==> src/rtl/ex_hilo_stage_pkg.sv <==
`default_nettype none
// ============================================================================
// Module      : ex_hilo_stage_pkg
// Description : ALU operation codes, HI/LO operation codes and decode helpers
//               shared by the EX/MEM HI/LO stage.
// Revision    : 1.0 - initial release
// ============================================================================
package ex_hilo_stage_pkg;

    localparam int ALUOP_W = 5;
    localparam int HILO_W  = 3;

    localparam logic [ALUOP_W-1:0] ALUOP_NOP   = 5'd0;
    localparam logic [ALUOP_W-1:0] ALUOP_ADD   = 5'd1;
    localparam logic [ALUOP_W-1:0] ALUOP_ADDU  = 5'd2;
    localparam logic [ALUOP_W-1:0] ALUOP_SUB   = 5'd3;
    localparam logic [ALUOP_W-1:0] ALUOP_SUBU  = 5'd4;
    localparam logic [ALUOP_W-1:0] ALUOP_AND   = 5'd5;
    localparam logic [ALUOP_W-1:0] ALUOP_OR    = 5'd6;
    localparam logic [ALUOP_W-1:0] ALUOP_XOR   = 5'd7;
    localparam logic [ALUOP_W-1:0] ALUOP_NOR   = 5'd8;
    localparam logic [ALUOP_W-1:0] ALUOP_SLT   = 5'd9;
    localparam logic [ALUOP_W-1:0] ALUOP_SLTU  = 5'd10;
    localparam logic [ALUOP_W-1:0] ALUOP_SLL   = 5'd11;
    localparam logic [ALUOP_W-1:0] ALUOP_SRL   = 5'd12;
    localparam logic [ALUOP_W-1:0] ALUOP_SRA   = 5'd13;
    localparam logic [ALUOP_W-1:0] ALUOP_LUI   = 5'd14;
    localparam logic [ALUOP_W-1:0] ALUOP_MULT  = 5'd15;
    localparam logic [ALUOP_W-1:0] ALUOP_MULTU = 5'd16;
    localparam logic [ALUOP_W-1:0] ALUOP_DIV   = 5'd17;
    localparam logic [ALUOP_W-1:0] ALUOP_DIVU  = 5'd18;

    localparam logic [HILO_W-1:0] HILO_NONE = 3'd0;
    localparam logic [HILO_W-1:0] HILO_MFHI = 3'd1;
    localparam logic [HILO_W-1:0] HILO_MFLO = 3'd2;
    localparam logic [HILO_W-1:0] HILO_MTHI = 3'd3;
    localparam logic [HILO_W-1:0] HILO_MTLO = 3'd4;

    // NOP and codes beyond the table carry no side effects at all.
    function automatic logic op_is_known(input logic [ALUOP_W-1:0] op);
        return (op != ALUOP_NOP) && (op <= ALUOP_DIVU);
    endfunction

    function automatic logic op_is_muldiv(input logic [ALUOP_W-1:0] op);
        return (op == ALUOP_MULT) || (op == ALUOP_MULTU) ||
               (op == ALUOP_DIV)  || (op == ALUOP_DIVU);
    endfunction

endpackage
`default_nettype wire

==> src/rtl/ex_hilo_stage_hilo_reg.sv <==
`default_nettype none
// ============================================================================
// Module      : hilo_reg
// Description : Architectural HI/LO register pair with independent writes.
// Revision    : 1.0 - initial release
// ============================================================================
module hilo_reg #(
    parameter int DW = 32
) (
    input  logic          clk,
    input  logic          rst,
    input  logic          we_hi,
    input  logic          we_lo,
    input  logic [DW-1:0] d_hi,
    input  logic [DW-1:0] d_lo,
    output logic [DW-1:0] hi_o,
    output logic [DW-1:0] lo_o
);

    logic [DW-1:0] r_hi;
    logic [DW-1:0] r_lo;

    always_ff @(posedge clk) begin
        if (rst) begin
            r_hi <= '0;
            r_lo <= '0;
        end else begin
            if (we_hi) r_hi <= d_hi;
            if (we_lo) r_lo <= d_lo;
        end
    end

    assign hi_o = r_hi;
    assign lo_o = r_lo;

endmodule
`default_nettype wire

==> src/rtl/ex_hilo_stage.sv <==
`default_nettype none
// ============================================================================
// Module      : ex_hilo_stage
// Description : EX/MEM pipeline register owning HI/LO; executes MFHI/MFLO/
//               MTHI/MTLO and commits MULT/DIV results, valid/ready + flush.
// Revision    : 1.0 - initial release
// ============================================================================
module ex_hilo_stage
    import ex_hilo_stage_pkg::*;
#(
    parameter int DW = 32,
    parameter int RW = 5
) (
    input  logic            clk,
    input  logic            rst,
    input  logic            flush_i,
    input  logic            in_valid_i,
    output logic            in_ready_o,
    input  logic [4:0]      aluop_i,
    input  logic [2*DW-1:0] aluout_i,
    input  logic            zero_i,
    input  logic [2:0]      hiloop_i,
    input  logic [RW-1:0]   rd_i,
    input  logic            wen_i,
    output logic            out_valid_o,
    input  logic            out_ready_i,
    output logic [DW-1:0]   result_o,
    output logic            zero_o,
    output logic [RW-1:0]   rd_o,
    output logic            wen_o,
    output logic [DW-1:0]   hi_o,
    output logic [DW-1:0]   lo_o
);

    logic          r_valid;
    logic [DW-1:0] r_result;
    logic          r_zero;
    logic [RW-1:0] r_rd;
    logic          r_wen;

    logic          w_accept;
    logic          w_known;
    logic          w_muldiv;
    logic          w_we_hi;
    logic          w_we_lo;
    logic [DW-1:0] w_d_hi;
    logic [DW-1:0] w_result;
    logic          w_wen;

    assign in_ready_o = ~r_valid | out_ready_i;
    assign w_accept   = in_valid_i & in_ready_o & ~flush_i;

    assign w_known  = op_is_known(aluop_i);
    assign w_muldiv = w_known & op_is_muldiv(aluop_i);

    // HI/LO commit on the accept edge so a following MFHI/MFLO sees the new pair.
    assign w_we_hi = w_accept & w_known & (w_muldiv | (hiloop_i == HILO_MTHI));
    assign w_we_lo = w_accept & w_known & (w_muldiv | (hiloop_i == HILO_MTLO));
    assign w_d_hi  = w_muldiv ? aluout_i[2*DW-1:DW] : aluout_i[DW-1:0];

    always_comb begin
        w_result = aluout_i[DW-1:0];
        case (hiloop_i)
            HILO_MFHI: w_result = hi_o;
            HILO_MFLO: w_result = lo_o;
            default:   w_result = aluout_i[DW-1:0];
        endcase
    end

    assign w_wen = wen_i & w_known & ~w_muldiv;

    always_ff @(posedge clk) begin
        if (rst) begin
            r_valid  <= 1'b0;
            r_result <= '0;
            r_zero   <= 1'b0;
            r_rd     <= '0;
            r_wen    <= 1'b0;
        end else if (flush_i) begin
            r_valid <= 1'b0;
            r_wen   <= 1'b0;
        end else if (w_accept) begin
            r_valid  <= 1'b1;
            r_result <= w_result;
            r_zero   <= zero_i;
            r_rd     <= rd_i;
            r_wen    <= w_wen;
        end else if (out_ready_i) begin
            r_valid <= 1'b0;
        end
    end

    hilo_reg #(
        .DW (DW)
    ) u_hilo_reg (
        .clk   (clk),
        .rst   (rst),
        .we_hi (w_we_hi),
        .we_lo (w_we_lo),
        .d_hi  (w_d_hi),
        .d_lo  (aluout_i[DW-1:0]),
        .hi_o  (hi_o),
        .lo_o  (lo_o)
    );

    assign out_valid_o = r_valid;
    assign result_o    = r_result;
    assign zero_o      = r_zero;
    assign rd_o        = r_rd;
    assign wen_o       = r_wen;

endmodule
`default_nettype wire

==> config.mk <==
export PLATFORM = sky130hd
export DESIGN_NAME = ex_hilo_stage
export DESIGN_NICKNAME = d
export VERILOG_FILES = /design/src/rtl/ex_hilo_stage_pkg.sv /design/src/rtl/ex_hilo_stage_hilo_reg.sv /design/src/rtl/ex_hilo_stage.sv
export SDC_FILE = /design/constraint.sdc
export NUM_CORES = 1
export LEC_CHECK = 0
export ABC_CLOCK_PERIOD_IN_PS = 2400
export CORE_MARGIN = 2
export CORE_UTILIZATION = 46
export CTS_BUF_LIST = sky130_fd_sc_hd__clkbuf_2
export DETAILED_ROUTE_END_ITERATION = 6
export PLACE_DENSITY_LB_ADDON = 0.1
export SKIP_LAST_GASP = 1
export SYNTH_ARGS = -nofsm -noshare
export SYNTH_HDL_FRONTEND = slang
export SYNTH_SLANG_ARGS = --single-unit
==> constraint.sdc <==
create_clock -name clk -period 2.4 [get_ports clk]
set_input_delay 0.48 -clock clk [delete_from_list [all_inputs] [get_ports clk]]
set_output_delay 0.48 -clock clk [all_outputs]
set_load 0.01 [all_outputs]
# ---- Word-level counts from Yosys, hierarchy flattened
# Cells that the tools add are included.
dict set report word_totals {
  elab_cells 42
  regBits 104
  input_bits 84
  output_inout_bits 105
}
dict set report op_classes {
  magnitude_cmp 1
  n_reduce_logical 8
  eq_ne 8
  bitwise 14
  mux 4
}
# op count
set op_table {}
lappend op_table {{32-bit one-hot mux with 2 select lines} 1}
lappend op_table {{32-bit 2-to-1 mux} 1}
lappend op_table {{5-bit == test, second input constant} 3}
lappend op_table {{1-bit bitwise AND} 8}
lappend op_table {{3-bit by 2-bit == test with 1-bit output, second input constant} 2}
lappend op_table {{5-bit by 4-bit == test with 1-bit output, second input constant} 1}
lappend op_table {{5-bit <= comparator, second input constant} 1}
lappend op_table {{5-bit nonzero test} 1}
lappend op_table {{3-bit by 1-bit == test with 1-bit output, second input constant} 1}
lappend op_table {{3-bit == test, second input constant} 1}
lappend op_table {{1-bit logical OR} 3}
lappend op_table {{1-bit inverter} 3}
lappend op_table {{1-bit OR} 3}
lappend op_table {{1-bit 2-to-1 mux} 2}
lappend op_table {{2-bit AND reduction} 1}
lappend op_table {{2-bit nonzero test} 1}
lappend op_table {{2-bit OR reduction} 1}
lappend op_table {{1-bit logical AND} 1}

# ---- Longest topological paths before layout
dict set report logic_depth {
  word_depth 7
  depth_mapped 7
  depth_no_buf 5
}

# ---- By module
# Synthesis repeated with hierarchy kept, for this count alone.
dict set report unflattened {
  cells_unflattened 484
  hier_area_um2 4775.8
}
# module area_each_um2 instances cells_each seq_area_each_um2
set by_module_without_submodules {}
lappend by_module_without_submodules {ex_hilo_stage 2436.1 1 277 800.8}
lappend by_module_without_submodules {hilo_reg 2339.7 1 207 1281.2}

# ---- Worst setup path after synthesis
# No wires, ideal clock.
dict set report synth_path {
  kind {input -> register}
  startpoint {input port aluop_i[4]}
  endpoint {register u_hilo_reg.r_hi[0], in the netlist u_hilo_reg.hi_o[0]}
  path_buffers 3
  t_required_ns 2.254
  path_stages 7
  t_arrival_ns 1.717
  path_slack_ns 0.537
  setup_ns 0.146
  cell_sequence {buf_4 -> and4b_4 -> a22o_1 -> buf_4 -> clkbuf_4 -> mux2i_1 -> a211oi_2}
}
dict set report synth_between {
  elab_chain_len 7
  word_cells_on_any_way 15
  classes_between {order compare (1); eq/ne (4); mux (1); bitwise (4); reduce/logical (5)}
}
# element line_no
set synth_lines {}
lappend synth_lines {{start, declared} ex_hilo_stage.sv:19} ;# input logic [4:0] aluop_i,
lappend synth_lines {{branches (longest 7 deep; another with 5-bit <= comparator)} n/a}
lappend synth_lines {{end signal, assigned} ex_hilo_stage_hilo_reg.sv:28} ;# if (we_hi) r_hi <= d_hi;
lappend synth_lines {{end, declared} ex_hilo_stage_hilo_reg.sv:20} ;# logic [DW-1:0] r_hi;
# Parallel ways; which one is timed is not known.
# A chain may end at the register's enable or synchronous reset.

# ---- Worst setup path in the final report
dict set report layout_path {
  startpoint {register r_valid, in the netlist out_valid_o}
  endpoint {output port in_ready_o}
}
dict set report layout_between {
  elab_chain_len 2
}
# element line_no
set layout_lines {}
lappend layout_lines {{start, declared} ex_hilo_stage.sv:35} ;# logic r_valid;
lappend layout_lines {{start signal, assigned} ex_hilo_stage.sv:74} ;# r_valid <= 1'b0;
lappend layout_lines {{start signal, assigned} ex_hilo_stage.sv:80} ;# r_valid <= 1'b0;
lappend layout_lines {{start signal, assigned} ex_hilo_stage.sv:83} ;# r_valid <= 1'b1;
lappend layout_lines {{1-bit inverter} ex_hilo_stage.sv:50} ;# assign in_ready_o = ~r_valid | out_ready_i;
lappend layout_lines {{1-bit OR} ex_hilo_stage.sv:50}
lappend layout_lines {{end, declared} ex_hilo_stage.sv:18} ;# output logic in_ready_o,
# Every way passes these cells.

==> metrics.txt <==
# TYPE chip_impl_metric gauge
chip_impl_metric{name="timing.critical_path.required",unit="ns"} 1.92
chip_impl_metric{name="cts_max_path_buffers",unit=""} 2
chip_impl_metric{name="finalCoreUtilization",unit="%"} 69.4
chip_impl_info{name="critical_path.endpoint",value="in_ready_o"} 1
chip_impl_metric{name="dr.pass1.iters",unit=""} 5
chip_impl_info{name="timing.critical_path.cells",value="nor2b_2 -> inv_1 -> clkdlybuf4s50_1"} 1
chip_impl_metric{name="critical_path_peak_fanout",unit=""} 3
chip_impl_metric{name="die_width",unit="µm"} 108
chip_impl_metric{name="synth_sequential_area_ratio",unit="%"} 42.1
chip_impl_metric{name="clkSinkCount",unit=""} 104
chip_impl_metric{name="num-nets-final",unit=""} 782
chip_impl_metric{name="rrSetupSlack",unit="ns"} 0.62
chip_impl_metric{name="power.density",unit="nW/µm²"} 476
chip_impl_info{name="run_status",value="finished clean"} 1
chip_impl_metric{name="post_synth_num_cell_types",unit=""} 32
chip_impl_info{name="synth_commonest_cells",value="104 x dfxtp_1, 49 x clkbuf_1, 45 x nand2_1"} 1
chip_impl_info{name="worstSetupPathType",value="register to output port"} 1
chip_impl_metric{name="cts_buffers",unit=""} 9
chip_impl_metric{name="period_share",unit="%"} 92.9
chip_impl_metric{name="ctsHoldBuffers",unit=""} 0
chip_impl_info{name="cts-root-buf",value="clkbuf_2"} 1
chip_impl_info{name="rr_endpoint",value="wen_o$_SDFFE_PP0P_"} 1
chip_impl_metric{name="slew_headroom",unit="%"} 43.2
chip_impl_metric{name="routed_wire_length_per_instance",unit="µm"} 19.1
chip_impl_metric{name="initial_core_util",unit="%"} 47.7
chip_impl_metric{name="total_count_of_max_transition_violations_in_the_final_report",unit=""} 0
chip_impl_metric{name="final.setup.worst_slack",unit="ns"} 0.171
chip_impl_info{name="synthDominantAreaCellType",value="dfxtp_1"} 1
chip_impl_metric{name="place.port_buffers",unit=""} 188
chip_impl_metric{name="area.growth.synth_to_final",unit="%"} 45.4
chip_impl_metric{name="max_clock_freq",unit="GHz"} 0.449
chip_impl_metric{name="cts.clk_slew.worst_paths",unit="ns"} 0.28
chip_impl_metric{name="io_pins",unit=""} 189
chip_impl_metric{name="critical_path_arrival",unit="ns"} 1.75
chip_impl_info{name="cpMaxStageDelayCell",value="clkdlybuf4s50_1"} 1
chip_impl_metric{name="final_area",unit="µm²"} 7190
chip_impl_metric{name="floorplan.die_area",unit="µm²"} 11600
chip_impl_metric{name="postSynthNetCount",unit=""} 621
chip_impl_metric{name="maxCapViolCount",unit=""} 0
chip_impl_metric{name="die_h",unit="µm"} 108
chip_impl_metric{name="r2r_worst_path_depth",unit=""} 5
chip_impl_metric{name="drc",unit=""} 0
chip_impl_metric{name="setup-violations-final",unit=""} 0
chip_impl_metric{name="drt-vias-per-instance",unit=""} 6.18
chip_impl_info{name="timing.critical_path.to_type",value="output port"} 1
chip_impl_metric{name="ant_nets",unit=""} 0
chip_impl_metric{name="synth.cell_area",unit="µm²"} 4940
chip_impl_metric{name="postCtsSetupBuffers",unit=""} 0
chip_impl_metric{name="fin_crit",unit="ns"} 2.23
chip_impl_metric{name="grt_antenna_before_repair",unit=""} 0
chip_impl_metric{name="gp_congestion",unit=""} 0.880
chip_impl_metric{name="fin_cells",unit=""} 839
chip_impl_metric{name="placed_cells_incl_taps",unit=""} 823
chip_impl_metric{name="route.vias.total",unit=""} 5181
chip_impl_metric{name="grt_start_max_net_pins",unit=""} 46
chip_impl_info{name="top_post_synthesis_cells_by_area",value="dfxtp_1 42%, a211oi_2 7.8%, mux2i_1 6.5%"} 1
chip_impl_info{name="setup_repair_after_global_routing_missed_its_margin",value="no"} 1
chip_impl_metric{name="async_flop_share",unit="%"} 0
chip_impl_metric{name="post_synthesis_instance_total",unit=""} 537
chip_impl_metric{name="num_rows",unit=""} 37
chip_impl_metric{name="synth-warning-count",unit=""} 0
chip_impl_metric{name="wire_length_of_the_first_global_routing_pass",unit="µm"} 25700
chip_impl_metric{name="grt_pass1_vias",unit=""} 5005
chip_impl_metric{name="finClkSkew",unit="ns"} 0.0471
chip_impl_metric{name="total_congestion_overflow",unit=""} 0
chip_impl_info{name="cts_tree",value="built"} 1
chip_impl_metric{name="grt.total_usage",unit="%"} 27.5
chip_impl_metric{name="critical_path.max_stage_delay",unit="ns"} 0.49
chip_impl_metric{name="synth.top_cell.area_share",unit="%"} 42.1
chip_impl_metric{name="setup_ws_pre_cts",unit="ns"} -0.0482
chip_impl_info{name="worst_hold_path_type",value="input port to register"} 1
chip_impl_metric{name="htreeDepth",unit=""} 3
chip_impl_metric{name="leakage_power_figure",unit="nW"} 2.36
chip_impl_metric{name="syn-mean-instance-area",unit="µm²"} 9.21
chip_impl_metric{name="worst_pin_slew",unit="ns"} 0.851
chip_impl_info{name="reg2reg_from",value="out_valid_o$_SDFFE_PP0P_"} 1
chip_impl_metric{name="postSynthRegisterBits",unit=""} 104
chip_impl_metric{name="number_of_enable_flip_flop_cells_after_synthesis",unit=""} 0
chip_impl_metric{name="antenna_diode_count",unit=""} 0
chip_impl_metric{name="hold_violations",unit=""} 0
chip_impl_metric{name="vdd_drop_max",unit="V"} 0.000263
chip_impl_info{name="worst_setup_path_start_kind",value="register"} 1
chip_impl_metric{name="detail_route.iter0.violations",unit=""} 358
chip_impl_info{name="critPathLaunch",value="out_valid_o$_SDFFE_PP0P_"} 1
chip_impl_info{name="postSynth.topFlopCell",value="dfxtp_1"} 1
chip_impl_metric{name="core_area",unit="µm²"} 10400
chip_impl_metric{name="fin_setup_tns",unit="ns"} 0
chip_impl_info{name="yosysMostFrequentCell",value="dfxtp_1"} 1
chip_impl_metric{name="placement.cell_area",unit="µm²"} 7090
chip_impl_metric{name="clock_insertion_delay_worst_skew",unit="ns"} 0.59
chip_impl_metric{name="routed_wirelength",unit="µm"} 16000
chip_impl_metric{name="detailed_place_hpwl",unit="µm"} 10900
chip_impl_metric{name="drive_gt1_share",unit="%"} 12.5
chip_impl_metric{name="cts.repair.resized",unit=""} 0
[power breakdown]
part | switching, mW | total [mW] | internal, mW | leakage [nW]
Sequential | 0.0426 | 1.84 | 1.80 | 0.846
Clock | 0.616 | 0.762 | 0.146 | 0.0602
Combinational | 0.423 | 0.822 | 0.399 | 1.46
[through the flow]
step | hold slack, ns | power (mW)
global route | 0.279 | 3.58
finish | 0.327 | 3.43
detailed placement | 0.447 | 2.69
floorplan | 0.478 | 2.25
CTS | 0.283 | 3.44
global placement | 0.443 | 2.68
[layer usage]
layer	track usage, %	vias up	routed length (µm)
li1	-	2405	-
met1	35.8	2487	6500
met2	45.6	267	7840
met3	5.21	22	1450
met4	9.34	0	249
met5	0	-	0
[cells in the final DEF (no fill, tap or decap), types with 9 or more instances in the layout]
cell type	instances
nand2_1	45
clkbuf_2	9
nor2_1	34
a211oi_1	35
mux2i_1	32
nand4_1	32
dfxtp_1	104
a211oi_2	31
a221oi_1	32
buf_4	20
a21oi_1	38
buf_12	11
a31oi_1	32
o31ai_1	32
clkdlybuf4s50_1	187
[cell type report]
| class | instances | area (µm²) |
|---|---|---|
| Tap cell | 136 | 170 |
| Timing Repair Buffer | 218 | 2240 |
| Clock inverter | 7 | 53.8 |
| Inverter | 2 | 7.51 |
| Multi-Input combinational cell | 363 | 2590 |
| Clock buffer | 9 | 45.0 |
| Fill cell | 835 | 3180 |
| Sequential cell | 104 | 2080 |
[logic make-up after synthesis]
family,Yosys count,share of synthesized area [%]
and+or+nand+nor,124,12.0
buffers and inverters,70,6.40
DFF,104,42.1
AOI/OAI and AO/OA,207,33.0
muxes,32,6.48
[worst max-delay path, delay by kind of cell, from the launching register on]
family                 cells  cell delay, ns
and+or+nand+nor            1            0.23
buffers and inverters      2            0.58
DFF                        1            0.39
[worst min path at each step]
| stage | startpoint | endpoint | slack (ns) | cells past startpoint |
|---|---|---|---|---|
| after detailed placement | rd_o[3]$_SDFFE_PP0P_ | rd_o[3]$_SDFFE_PP0P_ | 0.45 | 2 |
| after CTS | rst | u_hilo_reg.lo_o[28]$_SDFFE_PP0P_ | 0.28 | 2 |
| after floorplan | wen_o$_SDFFE_PP0P_ | wen_o$_SDFFE_PP0P_ | 0.48 | 2 |
| final | rst | rd_o[1]$_SDFFE_PP0P_ | 0.33 | 2 |
| after global routing | rst | rd_o[0]$_SDFFE_PP0P_ | 0.28 | 2 |
| after global placement | rd_o[3]$_SDFFE_PP0P_ | rd_o[3]$_SDFFE_PP0P_ | 0.44 | 2 |
[state kept, by name, indices dropped and copies added (netlist names)]
signal           count
u_hilo_reg.hi_o     32
result_o            32
out_valid_o          1
zero_o               1
rd_o                 5
wen_o                1
u_hilo_reg.lo_o     32
Note: power is estimated with default switching activity, not from simulation.
